File: config.mk
export PLATFORM = sky130hd
export DESIGN_NAME = dac7611_frame_scheduler
export DESIGN_NICKNAME = d
export VERILOG_FILES = /design/src/rtl/dac7611_frame_scheduler.sv
export SDC_FILE = /design/constraint.sdc
export NUM_CORES = 1
export LEC_CHECK = 0
export BUFFER_PORTS_ARGS = -buffer_cell sky130_fd_sc_hd__buf_2
export CAP_MARGIN = 25
export CORE_MARGIN = 8
export CORE_UTILIZATION = 45
export DETAILED_ROUTE_END_ITERATION = 10
export PLACE_DENSITY_LB_ADDON = 0.2
export SLEW_MARGIN = 20
export SYNTH_ARGS = -nofsm -noshare
export SYNTH_HDL_FRONTEND = slang
export SYNTH_SLANG_ARGS = --single-unit
File: constraint.sdc
create_clock -name clk_X4 -period 3.93 [get_ports clk_X4]
set_input_delay 0.393 -clock clk_X4 [delete_from_list [all_inputs] [get_ports clk_X4]]
set_output_delay 0.393 -clock clk_X4 [all_outputs]
set_load 0.05 [all_outputs]
File: src/rtl/dac7611_frame_scheduler.sv
// dac7611_frame_scheduler
//
// Arbitrates 12-bit code updates from two requesters (round-robin on ties)
// and serialises the granted code MSB-first onto the DAC7611 3-wire pins,
// followed by a 4-cycle load strobe and a programmable idle gap.
//
// Ports:
//   clk_X4      system clock (4x DAC serial clock), rising edge
//   rst         synchronous active-high reset
//   enable      permits new grants; a frame in flight always completes
//   req0/data0  requester 0 level request and 12-bit code
//   req1/data1  requester 1 level request and 12-bit code
//   ack0/ack1   one-cycle grant pulses (data captured on the grant edge)
//   busy        high during SHIFT, LOAD and GAP
//   frame_done  one-cycle pulse as the load strobe ends
//   last_code   code of the most recently completed frame
//   CLK_3       DAC serial clock pin
//   SDI_4       DAC serial data pin
//   LD_5        DAC load strobe pin, active low
module dac7611_frame_scheduler #(
    parameter int GAP_CYCLES = 8
) (
    input  logic        clk_X4,
    input  logic        rst,
    input  logic        enable,
    input  logic        req0,
    input  logic [11:0] data0,
    input  logic        req1,
    input  logic [11:0] data1,
    output logic        ack0,
    output logic        ack1,
    output logic        busy,
    output logic        frame_done,
    output logic [11:0] last_code,
    output logic        CLK_3,
    output logic        SDI_4,
    output logic        LD_5
);

    typedef enum logic [1:0] {S_IDLE, S_SHIFT, S_LOAD, S_GAP} state_t;

    localparam logic [7:0] GAP_LAST = (GAP_CYCLES > 0) ? 8'(GAP_CYCLES - 1) : 8'd0;

    state_t      state, state_nxt;
    logic [5:0]  cnt, cnt_nxt;
    logic [7:0]  gap_cnt, gap_cnt_nxt;
    logic [11:0] shreg, shreg_nxt;
    logic        prio;      // 1: requester 1 wins a tie
    logic        grant;
    logic        win;       // granted requester index
    logic        load_end;

    always_comb begin
        state_nxt   = state;
        cnt_nxt     = cnt;
        gap_cnt_nxt = gap_cnt;
        shreg_nxt   = shreg;
        grant       = 1'b0;
        win         = 1'b0;
        load_end    = 1'b0;
        case (state)
            S_IDLE: begin
                if (enable && (req0 || req1)) begin
                    grant     = 1'b1;
                    win       = (req0 && req1) ? prio : req1;
                    shreg_nxt = win ? data1 : data0;
                    state_nxt = S_SHIFT;
                    cnt_nxt   = 6'd0;
                end
            end
            S_SHIFT: begin
                // Rotate rather than shift: after 12 slots the register
                // holds the original code again, which feeds last_code.
                if (cnt[1:0] == 2'd3)
                    shreg_nxt = {shreg[10:0], shreg[11]};
                if (cnt == 6'd47) begin
                    state_nxt = S_LOAD;
                    cnt_nxt   = 6'd0;
                end else begin
                    cnt_nxt = cnt + 6'd1;
                end
            end
            S_LOAD: begin
                if (cnt == 6'd3) begin
                    load_end = 1'b1;
                    cnt_nxt  = 6'd0;
                    if (GAP_CYCLES == 0) begin
                        state_nxt = S_IDLE;
                    end else begin
                        state_nxt   = S_GAP;
                        gap_cnt_nxt = 8'd0;
                    end
                end else begin
                    cnt_nxt = cnt + 6'd1;
                end
            end
            S_GAP: begin
                if (gap_cnt == GAP_LAST)
                    state_nxt = S_IDLE;
                else
                    gap_cnt_nxt = gap_cnt + 8'd1;
            end
            default: state_nxt = S_IDLE;
        endcase
    end

    // Pins are registered from the next-state decode so they change on the
    // same edge as the state they belong to.
    always_ff @(posedge clk_X4) begin
        if (rst) begin
            state      <= S_IDLE;
            cnt        <= 6'd0;
            gap_cnt    <= 8'd0;
            shreg      <= 12'd0;
            prio       <= 1'b0;
            ack0       <= 1'b0;
            ack1       <= 1'b0;
            busy       <= 1'b0;
            frame_done <= 1'b0;
            last_code  <= 12'd0;
            CLK_3      <= 1'b1;
            SDI_4      <= 1'b0;
            LD_5       <= 1'b1;
        end else begin
            state      <= state_nxt;
            cnt        <= cnt_nxt;
            gap_cnt    <= gap_cnt_nxt;
            shreg      <= shreg_nxt;
            if (grant)
                prio <= ~win;
            ack0       <= grant & ~win;
            ack1       <= grant & win;
            busy       <= (state_nxt != S_IDLE);
            frame_done <= load_end;
            if (load_end)
                last_code <= shreg;
            CLK_3      <= (state_nxt == S_SHIFT) ? cnt_nxt[1] : 1'b1;
            SDI_4      <= (state_nxt == S_SHIFT) & shreg_nxt[11];
            LD_5       <= (state_nxt != S_LOAD);
        end
    end

endmodule

# Word level (Yosys, flattened, before mapping)
# Cells that the tools add are included.
# classes
n_bitwise	5
n_mul	0
shift	0
addsub	2
n_div	0
n_reduce_logical	12
order_cmp	0
eq_ne	13
mux	23
# op_table
operator	count
$mux 12	3
$pmux 12 s2	1
$mux 6	3
$pmux 6 s3	1
$mux 8	2
$pmux 8 s2	1
$ne 2x2->1 const B	5
$add 8x1->8 const B	1
$eq 8x3->1 const B	1
$mux 2	4
$pmux 2 s4	1
$mux 1	7
$add 6x1->6 const B	1
$eq 2x2->1 const B	3
$eq 6x2->1 const B	1
$eq 6x6->1 const B	1
$reduce_and 3->1	2
$reduce_bool 2->1	3
$eq 2x1->1 const B	2
$and 1x1->1	3
$reduce_bool 3->1	1
$logic_and 1x1->1	2
$logic_not 2->1	1
$not 1->1	2
3 further kinds	3
# word_totals
romBits	0
ram_bits	0
latch_bits	0
regBits	48
wordCells	70
mem_count	0
out_inout_bits	19
input_bits	29

# Depth between registers and ports, before layout
# depth
ltp_word	7
ltp_mapped	6
ltp_nobuf	5

# Worst setup path before layout
# No wires, ideal clock.
# synth_timing
path_kind	reg2reg
startpoint	register gap_cnt[0]
endpoint	register state[0]
path_stages_with_launch	6
slack_ns	2.323
synth_period_minus_slack_ns	1.607
required_time_ns	3.798
setup_time_ns	0.132
arrival_ns	1.475
n_path_buf	0
path_cell_list	dfxtp_1 > ha_1 > or4b_4 > o31ai_4 > or2_1 > a21oi_1
# synth_via
elab_chain_cells	3
# synth_lines
element	line_no	source
start, declared	46	logic [7:0] gap_cnt, gap_cnt_nxt;
start signal, assigned	127	gap_cnt <= gap_cnt_nxt;
$eq 8x3->1	98	if (gap_cnt == GAP_LAST)
$mux 2	98	
$pmux 2 s4	61	case (state)
end signal, assigned	125	state <= state_nxt;
end, declared	44	state_t state, state_nxt;
# Every way passes these cells.
# A chain may end at the register's enable or synchronous reset.

# Worst setup path in the final report
# layout_timing
startpoint	register state[1]
endpoint	register shreg[4]
# layout_via
elab_chain_cells	3
elab_cells_between_ends	7
cone_classes	eq/ne (3); mux (1); reduce/logical (3)
# layout_lines
element	line_no	source
$eq 2x1->1 / $logic_not 2->1 (equally long branches)	61	
$ne 2x2->1 (no source line) / $reduce_bool 2->1 (equally long branches)	n/a	
$reduce_and 3->1 (no source line)	n/a	
end signal, assigned	128	shreg <= shreg_nxt;
end, declared	47	logic [11:0] shreg, shreg_nxt;
# Several ways; a longest one is shown, not always the timed one.

==> run_summary.xml <==
<?xml version="1.0" encoding="UTF-8"?>
<metrics>
  <group name="clocking">
    <metric name="cts_tree" unit="">built</metric>
    <metric name="cts_resized" unit="">0</metric>
    <metric name="numCtsBuffers" unit="">5</metric>
    <metric name="postCtsSetupRepairBufs" unit="">0</metric>
    <metric name="hold_buffers" unit="">0</metric>
    <metric name="cts_buffer_depth" unit="">2</metric>
    <metric name="cts_max_level" unit="">2</metric>
    <metric name="cts.sinks" unit="">48</metric>
    <metric name="clock_latency" unit="ns">0.30</metric>
    <metric name="clk_transition_reported_paths" unit="ns">0.09</metric>
    <metric name="root_buffer" unit="">sky130_fd_sc_hd__clkbuf_8</metric>
  </group>
  <group name="setup_path">
    <metric name="worst_path_dominant_cell_family" unit="">simple AND/OR/NAND/NOR gates</metric>
    <metric name="critPathArrivalTime" unit="ns">2.13</metric>
    <metric name="rrSetupSlack" unit="ns">2.00</metric>
    <metric name="worstPathMaxFanout" unit="">17</metric>
    <metric name="critical_path_required" unit="ns">4.13</metric>
    <metric name="r2r-end" unit="">shreg[4]</metric>
    <metric name="startpoint" unit="">state[1]</metric>
    <metric name="worst-r2r-cell-count" unit="">4</metric>
    <metric name="setup.worst_path.class" unit="">register to register</metric>
    <metric name="crit_path_end" unit="">shreg[4]</metric>
    <metric name="crit_path_start_kind" unit="">register</metric>
    <metric name="r2r-start" unit="">state[1]</metric>
    <metric name="worstSetupPathDepth" unit="">4</metric>
    <metric name="critPathSlowestCell" unit="">sky130_fd_sc_hd__and3_1</metric>
    <metric name="crit_path_capture_type" unit="">register</metric>
    <metric name="path_buf_inv" unit="">0</metric>
    <metric name="list_of_cells_traversed_by_the_critical_path" unit="">nor3b_1, and3_1, nand2_1, a311oi_1</metric>
    <metric name="cp_slowest_stage_delay" unit="ns">0.51</metric>
  </group>
  <group name="yosys">
    <metric name="netlist_top_cells_count" unit="">sky130_fd_sc_hd__nand2_1, sky130_fd_sc_hd__dfxtp_1, sky130_fd_sc_hd__a21oi_1, sky130_fd_sc_hd__nor2_1, sky130_fd_sc_hd__o21ai_0</metric>
    <metric name="syn_area_per_cell" unit="µm²">8.49</metric>
    <metric name="yosysTopAreaCell" unit="">sky130_fd_sc_hd__dfxtp_1</metric>
    <metric name="asyncSetResetFlopFracSynth" unit="%">0</metric>
    <metric name="syn-instance-count" unit="">259</metric>
    <metric name="ys.warnings.count" unit="">0</metric>
    <metric name="synth_top_cells_by_area" unit="">sky130_fd_sc_hd__dfxtp_1, sky130_fd_sc_hd__nand2_1, sky130_fd_sc_hd__a21oi_1</metric>
    <metric name="mappedNetlistNets" unit="">291</metric>
    <metric name="yosys_most_used_dff" unit="">sky130_fd_sc_hd__dfxtp_1</metric>
    <metric name="synthMostInstantiatedCell" unit="">sky130_fd_sc_hd__nand2_1</metric>
    <metric name="synth_top_area_share" unit="%">43.7</metric>
    <metric name="synth-edff-count" unit="">0</metric>
    <metric name="post_synth_num_cell_types" unit="">54</metric>
    <metric name="ys_seq_area_share" unit="%">43.7</metric>
    <metric name="synth_area" unit="µm²">2200</metric>
    <metric name="synth_seq_cells" unit="">48</metric>
  </group>
  <group name="power">
    <metric name="pwr-share-comb" unit="%">10.2</metric>
    <metric name="clock_power_share" unit="%">37.1</metric>
    <metric name="pwr-share-seq" unit="%">52.7</metric>
    <metric name="powerDensity" unit="nW/µm²">386</metric>
    <metric name="power.net_switching" unit="mW">0.255</metric>
    <metric name="power.ir.vdd_worst" unit="µV">207</metric>
    <metric name="p_sw_share" unit="%">25.8</metric>
    <metric name="static-leakage-power" unit="nW">0.984</metric>
    <metric name="power_report.internal_total" unit="mW">0.732</metric>
  </group>
  <group name="global_route">
    <metric name="antenna_found_initial" unit="">0</metric>
    <metric name="maximum_number_of_pins_on_one_net_before_global_route_repair" unit="">33</metric>
    <metric name="met1_resource_use_gr" unit="%">20.4</metric>
    <metric name="globalRouteMet3Util" unit="%">4.11</metric>
    <metric name="grt_pass1_vias" unit="">1900</metric>
    <metric name="grt_use_total" unit="%">15.0</metric>
    <metric name="groute.layer.met2.usage" unit="%">22.3</metric>
    <metric name="grt.overflow.total" unit="">0</metric>
    <metric name="grt_first_pass_wirelength" unit="mm">8.98</metric>
    <metric name="grt_busiest_layer" unit="">met2</metric>
  </group>
  <group name="die">
    <metric name="die_x" unit="µm">85.9</metric>
    <metric name="dieArea" unit="µm²">7380</metric>
    <metric name="num_io_pins" unit="">48</metric>
    <metric name="placement_rows" unit="">25</metric>
    <metric name="floorplan.initialDensity" unit="%">46.5</metric>
    <metric name="coreArea" unit="µm²">4720</metric>
    <metric name="die_y_extent" unit="µm">85.9</metric>
  </group>
  <group name="timing">
    <metric name="final-hold-violation-count" unit="">0</metric>
    <metric name="clock-skew-final" unit="ns">0.00921</metric>
    <metric name="fmax" unit="MHz">518</metric>
    <metric name="fin_crit_sh" unit="%">49.1</metric>
    <metric name="timing_max_transition_violations_final" unit="">0</metric>
    <metric name="rsz0062_at_grt" unit="">false</metric>
    <metric name="fin_tns_setup" unit="ns">0</metric>
    <metric name="finalSetupViolations" unit="">0</metric>
    <metric name="time_the_worst_path_needs_with_i_o_delays_and_setup" unit="ns">1.93</metric>
    <metric name="postLayoutSetupSlackWorst" unit="ns">2.00</metric>
    <metric name="max-slew-margin-rel" unit="%">55.9</metric>
    <metric name="worst_pin_slew" unit="ns">0.655</metric>
  </group>
  <group name="layout">
    <metric name="final_layout_size_suffix_gt1_share" unit="%">21.9</metric>
    <metric name="layout.core_utilization" unit="%">54.1</metric>
    <metric name="antennaDiodeCount" unit="">0</metric>
    <metric name="final.fill_count" unit="">464</metric>
    <metric name="area_growth" unit="%">16.2</metric>
    <metric name="reg_area" unit="µm²">961</metric>
    <metric name="multi_input_comb_area" unit="µm²">1150</metric>
    <metric name="nNetsFinal" unit="">332</metric>
  </group>
  <group name="drt">
    <metric name="ant_nets" unit="">0</metric>
    <metric name="drt_iter0_drc" unit="">103</metric>
    <metric name="avgViaCountPerCell" unit="">5.41</metric>
    <metric name="wl_per_cell" unit="µm">14.8</metric>
    <metric name="num_vias" unit="">1992</metric>
    <metric name="drt_first_pass_iters" unit="">5</metric>
    <metric name="drt_drc_violations_left" unit="">0</metric>
    <metric name="postRouteWirelength" unit="mm">5.45</metric>
  </group>
  <group name="placed_design">
    <metric name="post-dp-hpwl" unit="mm">3.95</metric>
    <metric name="io_buffers" unit="">47</metric>
    <metric name="place.gp.congestion" unit="">0.836</metric>
    <metric name="placement.setup.worst_slack" unit="ns">2.08</metric>
  </group>
  <group name="outcome">
    <metric name="outcome" unit="">complete, no violations</metric>
  </group>
  <group name="job">
    <metric name="max-cap-violations" unit="">0</metric>
  </group>
  <group name="hold_path">
    <metric name="class_of_the_tightest_hold_or_removal_check" unit="">input pin to register</metric>
    <metric name="holdCritStartpoint" unit="">data0[10]</metric>
  </group>
</metrics>
-- layer usage --
| layer | up-vias | routed length (µm) |
|---|---|---|
| met5 | - | 0 |
| met4 | 0 | 41 |
| met3 | 4 | 335 |
| met2 | 58 | 2390 |
| met1 | 917 | 2680 |
| li1 | 1013 | - |
-- power by group through the flow --
| stage | Clock (mW) | Combinational (mW) | Sequential (mW) |
|---|---|---|---|
| 4_1_cts | 0.373 | 0.101 | 0.519 |
| 2_1_floorplan | 0 | 0.0619 | 0.535 |
| 6_report | 0.366 | 0.101 | 0.520 |
| 5_1_grt | 0.389 | 0.111 | 0.522 |
| 3_5_place_dp | 0 | 0.0995 | 0.530 |
| 3_3_place_gp | 0 | 0.0993 | 0.530 |
-- state kept, by name (all words and copies together) (netlist names), 2 cells and up --
register and cells:
last_code 12, shreg 12, gap_cnt 8, cnt 6, state 2
-- logic make-up after synthesis --
family | synth area share [%]
xor+xnor | 3.19
compound gates | 21.9
flops | 43.7
fa+ha+maj | 1.71
simple gates | 25.6
buf+inv | 3.93
-- area by class of cell --
type	instances	share of cell area, %
Multi-Input combinational cell	196	45.1
Sequential cell	48	37.6
Timing Repair Buffer	47	9.21
Tap cell	67	3.28
Clock buffer	5	2.69
Clock inverter	3	1.86
Inverter	2	0.294
-- worst reg2reg max path: cells and delay by family (launching register included) --
kind,cells,cell delay [ns]
AO/OA/AOI/OAI,1,0.30
AND/OR/NAND/NOR,3,1.03
flip-flops,1,0.50
-- how the worst min path moves through the flow --
| stage | cells past startpoint | to | slack, ns |
|---|---|---|---|
| after CTS | 3 | shreg[8] | 0.34 |
| after global routing | 3 | shreg[8] | 0.34 |
| after floorplan | 2 | last_code[5] | 0.44 |
| final | 3 | shreg[10] | 0.35 |
| after detailed placement | 2 | last_code[5] | 0.45 |
| after global placement | 2 | last_code[11] | 0.44 |
-- stage by stage --
stage	std cells	instance area (µm²)	total power [mW]	hold WS, ns
6_report	368	2550	0.987	0.346
5_1_grt	368	2550	1.02	0.336
4_1_cts	368	2550	0.993	0.337
3_5_place_dp	360	2440	0.630	0.448
3_3_place_gp	360	2440	0.629	0.441
2_1_floorplan	259	2200	0.596	0.442
-- layout by cell type (no fill, tap or decap), types with 2 or more instances in the layout --
| cell | count |
|---|---|
| sky130_fd_sc_hd__nand4b_1 | 2 |
| sky130_fd_sc_hd__nand3_1 | 10 |
| sky130_fd_sc_hd__and2_1 | 6 |
| sky130_fd_sc_hd__and3_1 | 3 |
| sky130_fd_sc_hd__inv_1 | 2 |
| sky130_fd_sc_hd__nand2b_1 | 4 |
| sky130_fd_sc_hd__clkbuf_8 | 5 |
| sky130_fd_sc_hd__buf_2 | 47 |
| sky130_fd_sc_hd__xnor2_1 | 2 |
| sky130_fd_sc_hd__or3_1 | 2 |
| sky130_fd_sc_hd__ha_1 | 3 |
| sky130_fd_sc_hd__dfxtp_1 | 48 |
| sky130_fd_sc_hd__nand4_1 | 2 |
| sky130_fd_sc_hd__a222oi_1 | 2 |
| sky130_fd_sc_hd__o211ai_1 | 3 |
| sky130_fd_sc_hd__clkinv_4 | 2 |
| sky130_fd_sc_hd__nand2_1 | 49 |
| sky130_fd_sc_hd__o21ai_2 | 2 |
| sky130_fd_sc_hd__a211oi_1 | 2 |
| sky130_fd_sc_hd__or4_1 | 2 |
| sky130_fd_sc_hd__a311oi_1 | 9 |
| sky130_fd_sc_hd__o21ai_0 | 14 |
| sky130_fd_sc_hd__a21oi_1 | 26 |
| sky130_fd_sc_hd__nor2_1 | 21 |
| sky130_fd_sc_hd__xor2_1 | 6 |
(Power assumes the default switching activity.)
